## config.mk

```make
export PLATFORM = sky130hd
export DESIGN_NAME = step_sequence_scheduler
export DESIGN_NICKNAME = d
export VERILOG_FILES = /design/src/rtl/step_sequence_scheduler.sv
export SDC_FILE = /design/constraint.sdc
export NUM_CORES = 1
export LEC_CHECK = 0
export BUFFER_PORTS_ARGS = -buffer_cell sky130_fd_sc_hd__buf_2
export CAP_MARGIN = 20
export CORE_ASPECT_RATIO = 0.7
export CORE_MARGIN = 2
export CORE_UTILIZATION = 53
export DETAILED_ROUTE_END_ITERATION = 8
export PLACE_DENSITY = 0.77
export SYNTH_ARGS = -nofsm -noshare
export SYNTH_HDL_FRONTEND = slang
export SYNTH_SLANG_ARGS = --single-unit
```

## constraint.sdc

```tcl
create_clock -name Clock -period 2.5 [get_ports Clock]
set_input_delay 0.5 -clock Clock [delete_from_list [all_inputs] [get_ports Clock]]
set_output_delay 0.5 -clock Clock [all_outputs]
set_load 0.005 [all_outputs]
```

## src/rtl/step_sequence_scheduler.sv

```systemverilog
// step_sequence_scheduler: step-tick divider, step/loop walker, pattern fetch and gate driver for the sequencer
module step_sequence_scheduler #(
  parameter int STEPS = 16,
  parameter int NOTES = 8,
  parameter int DIV_W = 24,
  localparam int IDX_W = $clog2(STEPS)
) (
  input  logic             Clock,
  input  logic             nReset,
  input  logic             StartPulse,
  input  logic             StopPulse,
  input  logic             PausePulse,
  input  logic [DIV_W-1:0] StepPeriod,
  input  logic [7:0]       Loops,
  output logic [IDX_W-1:0] PatAddr,
  input  logic [NOTES-1:0] PatRdData,
  output logic [IDX_W-1:0] StepIndex,
  output logic [7:0]       LoopCount,
  output logic             StepTick,
  output logic [NOTES-1:0] Gate,
  output logic             Play,
  output logic             Done
);
  typedef enum logic [1:0] {IDLE, PREP, RUN, PAUSE} state_t;
  state_t state, state_nx;
  logic [DIV_W-1:0] period, divider, half;
  logic [7:0] loop_tgt, loop_count, loop_inc;
  logic [IDX_W-1:0] step_index, pat_addr;
  logic [NOTES-1:0] pat_reg;
  logic done, resumed, adv, pause_req, step_start, boundary, wrap, finish, load;
  assign adv = state == RUN && !StopPulse && !StartPulse && !PausePulse;
  assign pause_req = PausePulse && (state == RUN || state == PAUSE);
  assign step_start = state == RUN && divider == '0;
  assign boundary = adv && divider == period - DIV_W'(1);
  assign wrap = boundary && step_index == IDX_W'(STEPS - 1);
  assign loop_inc = (loop_count == 8'hff) ? loop_count : loop_count + 8'd1;
  assign finish = wrap && loop_tgt != '0 && loop_inc == loop_tgt;
  assign half = ((period >> 1) == '0) ? DIV_W'(1) : period >> 1;
  // after resuming on a step start the fetched word has moved on, so use the held copy
  assign load = step_start && !resumed && !StopPulse && !StartPulse;
  always_comb begin
    state_nx = StopPulse ? IDLE :
               StartPulse ? PREP :
               state == PREP ? RUN :
               pause_req ? (state == RUN ? PAUSE : RUN) :
               finish ? IDLE : state;
  end
  always_ff @(posedge Clock or negedge nReset) begin
    if (!nReset) begin
      state      <= IDLE;
      period     <= DIV_W'(1);
      loop_tgt   <= '0;
      divider    <= '0;
      step_index <= '0;
      loop_count <= '0;
      pat_addr   <= '0;
      pat_reg    <= '0;
      done       <= 1'b0;
      resumed    <= 1'b0;
    end else begin
      state   <= state_nx;
      done    <= finish;
      resumed <= state == PAUSE && state_nx == RUN;
      if (StopPulse || StartPulse) begin
        divider    <= '0;
        step_index <= '0;
        loop_count <= '0;
        pat_addr   <= '0;
        pat_reg    <= '0;
      end else begin
        if (state == PREP) begin
          period   <= (StepPeriod == '0) ? DIV_W'(1) : StepPeriod;
          loop_tgt <= Loops;
          pat_addr <= IDX_W'(1);
        end
        if (load) pat_reg <= PatRdData;
        if (adv) begin
          if (boundary) begin
            divider    <= '0;
            step_index <= step_index + IDX_W'(1);
            pat_addr   <= finish ? '0 : step_index + IDX_W'(2);
            if (wrap) loop_count <= loop_inc;
          end else begin
            divider <= divider + DIV_W'(1);
          end
        end
      end
    end
  end
  assign PatAddr   = pat_addr;
  assign StepIndex = step_index;
  assign LoopCount = loop_count;
  assign StepTick  = step_start;
  assign Gate      = (state == RUN && divider < half) ? ((step_start && !resumed) ? PatRdData : pat_reg) : '0;
  assign Play      = state == PREP || state == RUN;
  assign Done      = done;
endmodule

```

==> impl_metrics.csv <==
group,metric,value,unit
logic_synthesis,yosys_warnings,0,
final_layout,design_area,8400,um^2
global_route,grt-ovfl-total,0,
global_route,gr-usage-met2,52.3,%
logic_synthesis,synth_common_cells,"dfrtp_1, nand2_1, nor2_1, o21ai_0, inv_1",
sta,max_slew_margin,65.5,%
route,wl,20400,um
worst_setup_path,critPathLaunchType,"register",
floorplan,dieArea,11700,um^2
global_route,globalRouteMet1Util,47.7,%
placement,routabilityCongestion,1.02,
clock_tree,clkSlewWorstSetupHoldPaths,0.07,ns
worst_setup_path,critPathSlowestCell,"o31ai_4",
final_layout,syn_to_final_growth,46.8,%
pwr,ir_worst_vdd,0.342,mV
logic_synthesis,mappedNetlistNets,729,
worst_setup_path,r2r_end,"LoopCount[7]$_DFFE_PN0P_",
global_route,grt_max_degree,56,
worst_setup_path,ff2ff_setup_slack,-0.48,ns
route,drtIter0Drc,629,
logic_synthesis,netlist_area,5720,um^2
sta,fmax,333,MHz
global_route,grt_pass1_wl,31400,um
logic_synthesis,synth-main-ff-cell,"dfrtp_1",
placement,pre_cts_slack,-0.336,ns
worst_setup_path,crit_path_max_fanout,8,
floorplan,start_util,54.9,%
outcome,violations,"negative setup slack",
route,vias,6242,
global_route,grt_busiest_layer,"met2",
placement,portBuffers,71,
logic_synthesis,synthCells,653,
pwr,pwr_density_cell,566,nW/um^2
floorplan,fp.dieW,128,um
clock_tree,clock_path_buffers,2,
floorplan,io_pins,72,
logic_synthesis,async_flop_share,100,%
route,wl_per_cell,19.9,um
clock_tree,htree_levels,3,
outcome,status,"finished, violations left",
logic_synthesis,yosysUniqueCellTypes,70,
logic_synthesis,synth_area_leaders,"dfrtp_1, ha_1, xor2_1",
clock_tree,cts_sinks,84,
worst_setup_path,cpPeakStageDelay,0.45,ns
floorplan,coreArea,10400,um^2
pwr,leakage,3.81,nW
global_route,antenna_found_initial,0,
worst_setup_path,crit_type,"reg2out",
worst_setup_path,critPathCaptureType,"output pin",
global_route,met3_usage,10.8,%
clock_tree,clock-root-buffer,"clkbuf_16",
worst_setup_path,cp_cell_sequence,"buf_4, inv_1, ha_1, and4_4, a311oi_2, o2111ai_2, a41oi_2, o31ai_4, nor2_1, buf_2",
route,drc,0,
placement,placed_area,7370,um^2
floorplan,die_h,91.0,um
sta,rsz0062_at_grt,"true",
worst_setup_path,r2r_cells,12,
logic_synthesis,syn_area_per_cell,8.77,um^2
sta,holdWs,0.0758,ns
logic_synthesis,synth-edff-count,0,
logic_synthesis,synth_most_common_cell,"dfrtp_1",
worst_setup_path,reg2reg_from,"period[0]$_DFFE_PN1P_",
placement,dp.cells,985,
sta,final.setup_skew,0.00855,ns
logic_synthesis,post-synth-top-area-cell,"dfrtp_1",
final_layout,top_regs,"divider (24), period (24)",
logic_synthesis,synth_top_cell_area_share,36.3,%
final_layout,num-nets-final,963,
sta,finalWorstSetupSlack,-0.507,ns
route,viasPerCell,6.10,
worst_setup_path,cp-startpoint,"period[8]$_DFFE_PN0P_",
floorplan,rows,31,
clock_tree,hold_buffers,0,
final_layout,fin_cells,1024,
final_layout,antenna_cells,0,
sta,setup_viol,52,
placement,hpwl,14700,um
final_layout,layout-drive-gt1-share,43.4,%
pwr,finalPower,4.76,mW
clock_tree,insertion_delay,0.35,ns
global_route,grt_util_all_layers,34.7,%
job,drv_cap,0,
logic_synthesis,seq_area_frac_synth,36.7,%
route,antenna_left,0,
sta,hold_viol,0,
route,dr.pass1.iters,8,
sta,period_share,120,%
clock_tree,cts_tree,"done",
global_route,grt_pass1_vias,6205,
sta,period_needed,3.01,ns
sta,finalMaxSlewViolations,0,
worst_setup_path,required,2.00,ns
worst_setup_path,arrival,2.51,ns
clock_tree,numCtsBuffers,9,
hold_path,hold_path_class,"in2async",
logic_synthesis,ys_ff_latch,84,
sta,worst_slew_pin_slew,0.516,ns
[per-layer routing]
layer  wire, um  vias to the layer above
met5          0                        -
met4        430                        0
met3       2330                       57
met2       9130                      349
met1       8500                     3021
li1           -                     2815
[timing repair]
item	CTS	global route
endpoints found under the setup margin	52	52
buffers inserted	16	10
gates resized for setup	82	65
pin swaps	53	40
cloned	1	1
[where the power goes]
group	switching, mW	total (mW)	internal [mW]
Combinational	0.924	1.80	0.876
Clock	0.597	1.28	0.681
Sequential	0.174	1.68	1.50
[critical path, delay by kind of cell, from the launching register on]
kind            cells  cell delay, ns
flops               1            0.39
buf+inv             3            0.35
compound gates      4            0.75
fa+ha+maj           1            0.31
simple gates        2            0.36
[metrics by stage]
stage               setup TNS, ns  utilization (%)
floorplan                  -0.303                -
global placement            -5.43             70.6
detailed placement         -10.13             70.6
CTS                        -15.16             77.2
global route               -22.15             80.5
finish                     -17.56             80.5
[area by class of cell]
class                      instances  area, um^2
multi-input combinational        514        3950
sequential                        84        2110
fill                             637        2030
timing repair buffer             246        1790
clock buffer                      10         229
tap                              132         165
inverter                          32         120
clock inverter                     6        46.3
[cell families after synthesis]
group / count (synthesis) / share of synthesized area, %
buffers and inverters: 55 / 3.85
xor gates and xnor gates: 51 / 7.93
muxes: 21 / 3.93
AOI/OAI and AO/OA: 121 / 13.4
and+or+nand+nor: 290 / 27.3
adders and majority gates: 31 / 6.78
DFF: 84 / 36.7
[cells in the final DEF, fill, tap and decap left out, drive strengths merged, types with 3 or more instances in the layout]
cell type,count
a2111oi,3
a21o,7
a21oi,28
a311oi,3
and2,5
and3,11
and4,9
buf,245
clkbuf,11
dfrtp,83
ha,31
inv,34
mux2,9
mux2i,12
nand2,70
nand2b,5
nand3,26
nand4,19
nor2,67
nor2b,9
nor3,20
nor3b,4
nor4,22
nor4b,6
o211ai,3
o21a,4
o21ai,49
o2bb2ai,3
o31ai,3
or2,6
or3,3
xnor2,19
xor2,32
[how the worst max path moves through the flow]
stage                                     endpoint  slack [ns]  cells after the start
after global placement                     Gate[5]       -0.25                     10
after floorplan           LoopCount[0]$_DFFE_PN0P_       -0.09                     10
after detailed placement                   Gate[5]       -0.34                     11
after global routing                       Gate[5]       -0.64                     11
final                                      Gate[5]       -0.51                     10
after CTS                                  Gate[5]       -0.50                     11
(Power assumes the default switching activity.)
